File: src/rtl/run_sequencer.sv
// Host-side run sequencer: preloads data memory, holds the processor in start,
// then times the run until Done or the cycle limit.
module run_sequencer #(
    parameter int START_CYCLES = 2,
    parameter int MAX_CYCLES   = 16'hFFFF
) (
    input  logic        Clk,
    input  logic        Reset,
    input  logic        Go,
    input  logic [7:0]  LdCount,
    input  logic        LdValid,
    input  logic [7:0]  LdData,
    output logic        LdReady,
    output logic        MemWen,
    output logic [7:0]  MemAddr,
    output logic [7:0]  MemWdat,
    output logic        Start,
    input  logic        Done,
    output logic        Busy,
    output logic        Finished,
    output logic        TimedOut,
    output logic [15:0] Cycles
);

    typedef enum logic [2:0] {
        ST_IDLE,
        ST_LOAD,
        ST_START,
        ST_RUN,
        ST_DONE,
        ST_TOUT
    } state_t;

    localparam logic [3:0]  START_LAST  = 4'(START_CYCLES - 1);
    localparam logic [15:0] CYCLE_LIMIT = 16'(MAX_CYCLES);

    state_t     state;
    logic [7:0] ld_count;
    logic [7:0] addr;
    logic [3:0] start_cnt;
    logic       transfer;
    logic       last_byte;

    assign LdReady   = (state == ST_LOAD);
    assign transfer  = LdValid && LdReady;
    // ld_count is never zero while in LOAD, so the subtraction cannot wrap.
    assign last_byte = (addr == (ld_count - 8'd1));

    always_ff @(posedge Clk or negedge Reset) begin
        if (!Reset) begin
            state     <= ST_IDLE;
            ld_count  <= 8'd0;
            addr      <= 8'd0;
            start_cnt <= 4'd0;
            MemWen    <= 1'b0;
            MemAddr   <= 8'd0;
            MemWdat   <= 8'd0;
            Start     <= 1'b0;
            Busy      <= 1'b0;
            Finished  <= 1'b0;
            TimedOut  <= 1'b0;
            Cycles    <= 16'd0;
        end else begin
            MemWen <= 1'b0;
            case (state)
                ST_IDLE, ST_DONE, ST_TOUT: begin
                    if (Go) begin
                        Finished  <= 1'b0;
                        TimedOut  <= 1'b0;
                        Cycles    <= 16'd0;
                        ld_count  <= LdCount;
                        addr      <= 8'd0;
                        start_cnt <= 4'd0;
                        Busy      <= 1'b1;
                        if (LdCount != 8'd0) begin
                            state <= ST_LOAD;
                        end else begin
                            state <= ST_START;
                            Start <= 1'b1;
                        end
                    end
                end

                ST_LOAD: begin
                    if (transfer) begin
                        MemWen  <= 1'b1;
                        MemAddr <= addr;
                        MemWdat <= LdData;
                        addr    <= addr + 8'd1;
                        if (last_byte) begin
                            state     <= ST_START;
                            Start     <= 1'b1;
                            start_cnt <= 4'd0;
                        end
                    end
                end

                ST_START: begin
                    if (start_cnt == START_LAST) begin
                        state <= ST_RUN;
                        Start <= 1'b0;
                    end else begin
                        start_cnt <= start_cnt + 4'd1;
                    end
                end

                // Done wins over the limit when both occur on the same edge.
                ST_RUN: begin
                    if (Done) begin
                        state    <= ST_DONE;
                        Finished <= 1'b1;
                        Busy     <= 1'b0;
                    end else if (Cycles == CYCLE_LIMIT) begin
                        state    <= ST_TOUT;
                        TimedOut <= 1'b1;
                        Busy     <= 1'b0;
                    end else begin
                        Cycles <= Cycles + 16'd1;
                    end
                end

                default: begin
                    state <= ST_IDLE;
                    Start <= 1'b0;
                    Busy  <= 1'b0;
                end
            endcase
        end
    end

    a_exclusive_end: assert property (@(posedge Clk) disable iff (!Reset)
        !(Finished && TimedOut));

    a_start_busy: assert property (@(posedge Clk) disable iff (!Reset)
        Start |-> Busy);

endmodule
File: config.mk
export PLATFORM = sky130hd
export DESIGN_NAME = run_sequencer
export DESIGN_NICKNAME = d
export VERILOG_FILES = /design/src/rtl/run_sequencer.sv
export SDC_FILE = /design/constraint.sdc
export NUM_CORES = 1
export LEC_CHECK = 0
export CAP_MARGIN = 20
export CORE_MARGIN = 2
export CORE_UTILIZATION = 56
export CTS_CLUSTER_SIZE = 24
export DETAILED_ROUTE_END_ITERATION = 10
export GPL_TIMING_DRIVEN = 0
export MAX_ROUTING_LAYER = met4
export PLACE_DENSITY = 0.91
export SLEW_MARGIN = 20
export SYNTH_ARGS = -nofsm -noshare
export SYNTH_HDL_FRONTEND = slang
export SYNTH_SLANG_ARGS = --single-unit
File: constraint.sdc
create_clock -name Clk -period 3.4 [get_ports Clk]
set_input_delay 0.68 -clock Clk [delete_from_list [all_inputs] [get_ports Clk]]
set_output_delay 0.68 -clock Clk [all_outputs]
set_load 0.05 [all_outputs]
* After elaboration in Yosys (flattened, before gate mapping)
Cells that the tools add are included.
Storage, ports and cells: register bits after elaboration 60, output and inout port bits 38, word-level logic and storage cells 93, input port bits 21
Operators by class: bitwise gates (word level) 2, equality and inequality tests 19, mux-type cells 38, $add $sub $neg 4, reductions and logical operators 18
Operators by type and width (count):
- $mux W16 | 3
- $pmux W16 S2 | 1
- $mux W3 | 6
- $add A16 B1 Y16 const B | 1
- $eq A16 B16 Y1 const B | 1
- $mux W4 | 4
- $mux W8 | 2
- $ne A2 B2 Y1 const B | 8
- $pmux W8 S2 | 1
- $mux W1 | 14
- $pmux W3 S4 | 1
- $pmux W4 S3 | 1
- $reduce_and A5 Y1 | 2
- $reduce_and A3 Y1 | 3
- $add A8 B1 Y8 const B | 1
- $eq A8 B8 Y1 | 1
- $reduce_and A4 Y1 | 2
- $reduce_bool A8 Y1 | 1
- $sub A8 B1 Y8 const B | 1
- $eq A3 B2 Y1 const B | 2
- $eq A3 B3 Y1 const B | 2
- $reduce_and A6 Y1 | 1
- $add A4 B1 Y4 const B | 1
- $eq A4 B1 Y1 const B | 1
- other kinds (15) | 20

* Logic depth before layout (Yosys ltp)
word-level depth 5, gate-level depth with buffers 8, gate-level depth less buffers 8

* Worst setup path before layout
Ideal clock, no wire load.
kind flip-flop to flip-flop, start reg Cycles[0], end reg Cycles[11], setup time 0.132 ns, data arrival time 2.066 ns, setup slack 1.202 ns, data required time 3.268 ns, period minus slack after synthesis 2.198 ns, cell stages (with the launch flop) 9, path buffers 1, cells stage by stage dfrtp_1 > ha_1 > and3_1 > nand4_1 > o21ai_1 > clkbuf_1 > a211oi_1 > xnor2_1 > nor2_1
On the way: cells in the longest elaborated chain, start to end 4, elaborated cells between the ends (all ways) 7, those cells by class add/sub: 1; eq/ne: 2; mux: 3; reduce/logical: 1
Ends and longest elaborated chain:
- start, declared | RTL line 22 | output logic [15:0] Cycles
- start signal, assigned | RTL line 118 | Cycles <= Cycles + 16'd1;
- $add A16 B1 Y16 | RTL line 118
- $mux W16 | RTL line 113 | end else if (Cycles == CYCLE_LIMIT) begin
- $mux W16 | RTL line 109 | if (Done) begin
- $pmux W16 S2 | RTL line 65 | case (state)
Parallel ways exist; a longest one is shown, timed or not. The select of a mux whose other input is x is not followed. A chain may end at the register's enable or synchronous reset.

* Worst setup path after layout
start reg state[2], end out LdReady
On the way: cells in the longest elaborated chain, start to end 1
Ends and longest elaborated chain:
- start, declared | RTL line 37 | state_t state;
- start signal, assigned | RTL line 51 | state <= ST_IDLE;
- start signal, assigned | RTL line 76 | state <= ST_LOAD;
- start signal, assigned | RTL line 78 | state <= ST_START;
- $eq A3 B1 Y1 | RTL line 44 | assign LdReady = (state == ST_LOAD);
- end, declared | RTL line 13 | output logic LdReady,
No other way between the ends.

==> metrics.txt <==
status finished, final reports clean; most frequent cells in the layout dfrtp_1, clkdlybuf4s50_1, nand2_1; drt pass-1 iters 4; Slew HR 50.8%; non-filler instance count after layout 445; Logic pwr share 45.8%; setup violators final 0; Async S/R FF share, synth 100%; WP data required 2.72 ns; DR vias/cell 5.63; share of layout cells above drive strength 1 11.2%; crit-path leading delay family buffers and inverters; Critical path buffers and inverters 2; R2R Setup Slk 1.00 ns; initial antenna violation count 0; DP Area 3710 µm²; design area 3910 µm²; met2 routed WL 3440 µm; I/O pin cnt 59; Setup Buffers After CTS 0; Critical Path End LdReady; Switching Power 1.37 mW; gpl congestion 0.923; n_diodes 0; CP startpoint kind register; CP Cell Sequence clkbuf_1 -> nand2b_1 -> nor2_1 -> clkdlybuf4s50_1; Lkg Pwr 1.69 nW; commonest non-fill, non-tap cell in the layout dfrtp_1; Synth Net Count 327; Die Ht 77.7 µm; initial drt markers 195; Nets 396; synth warn 0; Initial Utilization 58.8%; Seq/Total Area, Yosys 49.3%; Placed Cells 429; synth unique cells 52; Root Driver clkbuf_8; maxcap violations 0; crit path launch state[2]; Final Max Slew Viols 0; Syn Inst Count 301; # DRC 0; HP Class in -> async; Worst R2R End start_cnt[1]; CTS Sinks 60; Worst Path Arrival 2.29 ns; minimum clock period 2.97 ns; total global routing overflow 0; peak supply drop 0.000528 V; remaining antenna violation count after routing 0; Max Freq 337 MHz; CTS tree done; Fin. Hold Viols 0; met3 wire length 326 µm; first-pass GRT wire length 11,500 µm; Crit Path Class reg -> out; Die Width 77.7 µm; mean area per synthesized cell 10.1 µm²; DP Wirelength 4760 µm; slowest cell on the critical path clkdlybuf4s50_1; critical path depth in cells 4; top_reg_cell synth dfrtp_1; Int Power 1.79 mW; vias in the first global route 2,507; total number of vias 2,506; crit path capture type output port; largest buffer count on any clock path 2; Post-synth EDFFs 0; Synth Register Bits 60; r2r worst-path depth 8; Pwr Density 809 nW/µm²; unrepaired setup endpoints after global routing false; Top Layer Used met4; total CTS buffers 9; CTS Hold Bufs 0; CP max FO 10; Reg-to-Reg Start ld_count[0]; Routed wire per std cell 15.3 µm; largest net degree at the start of global routing 61; CTS clock-pin slew for the worst setup and hold paths 0.07 ns; Layout area overhead 28.5%; mapped cell area 3040 µm²; Final period util 87.3%; Seq pwr share 33.4%; Worst Max-Slew Pin Slew 0.737 ns; PortBufs 58; Final Skew 0.00800 ns; H-Tree Depth 3; post_cts resized 0; part of the power in the clock network 20.8%; Total GRT Usage 24.8%; worst-skew pair later-pin latency 0.34 ns; Routed WL 6800 µm; slowest stage delay, CP 0.87 ns; Core Area 5170 µm²; sw frac 43.4%; M1 WL 2930 µm; num rows 26; Die Area 6040 µm²
## sequential cells by signal (all words and copies together), names as in the netlist, 3 cells and up
register and flops:
addr 8, MemWdat 8, ld_count 8, start_cnt 4, MemAddr 8, Cycles 16
state 3
## synth_stat cells, types with 2 or more instances
master    number  area [µm²]
a22o_1         2        17.5
mux2_2        17         191
nand3_1        9        45.0
nand4_1        6        37.5
nand2b_1       6        37.5
dfrtp_1       60        1500
clkbuf_1      10        37.5
and4_1         3        26.3
xnor2_1       11        96.3
ha_1           5        62.6
nand2_1       41         154
nor2b_1        3        18.8
or3_1          3        18.8
nor3_1         4        20.0
o21ai_1        2        10.0
and2_1         2        12.5
o211ai_1       3        22.5
inv_1          8        30.0
nor2_1        33         124
and3_1         6        37.5
a211oi_1       3        22.5
xor2_1        16         140
or4_1          2        15.0
a31oi_1        2        12.5
o22ai_1        2        12.5
o21ai_0        5        25.0
a211o_1        2        17.5
a21oi_1       11        55.1
## worst reg2reg max path, stage by stage (launching register included)
cell and delay, ns:
dfrtp_1 0.43, inv_1 0.10, ha_1 0.18, or3b_1 0.37
nor3_1 0.19, xnor2_1 0.14, o41ai_4 0.55, a21oi_1 0.13
a31o_1 0.20
## worst min path at each step
stage | cells past startpoint | from | end
finish | 1 | Reset | MemWen
global route | 1 | Reset | MemWen
CTS | 1 | Reset | MemWdat[7]
detailed placement | 1 | MemWdat[1] | MemWdat[1]
global placement | 1 | MemWdat[7] | MemWdat[7]
floorplan | 0 | Reset | Busy
## per-stage QoR
stage / power [mW] / TNS, ns / util [%] / hold WS [ns] / worst slack [ns]
final: 3.16 / 0 / 75.6 / 0.403 / 0.431
after global routing: 3.34 / 0 / 75.6 / 0.461 / 0.318
after CTS: 3.17 / 0 / 75.6 / 0.421 / 0.430
after detailed placement: 2.51 / 0 / 71.7 / 0.495 / 0.566
after global placement: 2.45 / -10.25 / 71.7 / 0.488 / -0.174
after floorplan: 2.08 / 0 / - / 0.384 / 1.20
## per-layer routing
metal / GRT usage [%] / vias to the layer above
li1: - / 1193
met1: 31.1 / 1226
met2: 39.1 / 74
met3: 6.63 / 13
met4: 8.57 / 0
met5: - / -
## logic make-up (layout without fill, tap and decap cells)
logic type / Yosys count / count (layout) / synth area share [%]
AOI/OAI and AO/OA: 44 / 44 / 11.1
xor gates and xnor gates: 27 / 27 / 7.77
adders and majority gates: 5 / 5 / 2.06
buffers and inverters: 21 / 95 / 2.63
DFF: 60 / 60 / 49.3
muxes: 17 / 17 / 6.29
and+or+nand+nor: 127 / 127 / 20.8
## power by group through the flow
stage          sequential [mW]  clock, mW  combinational, mW
2_1_floorplan             1.34          0              0.743
3_3_place_gp              1.06          0               1.39
3_5_place_dp              1.07          0               1.44
4_1_cts                   1.05      0.662               1.45
5_1_grt                   1.08      0.700               1.56
6_report                  1.06      0.659               1.45
## final cells by class
class | instances | area, µm²
clock inverter | 5 | 61.3
tap | 70 | 87.6
inverter | 9 | 33.8
buffer | 12 | 46.3
timing repair buffer | 58 | 578
fill | 350 | 1260
sequential | 60 | 1500
multi-input combinational | 220 | 1460
clock buffer | 11 | 141
Power figures use the tool's default switching activity.
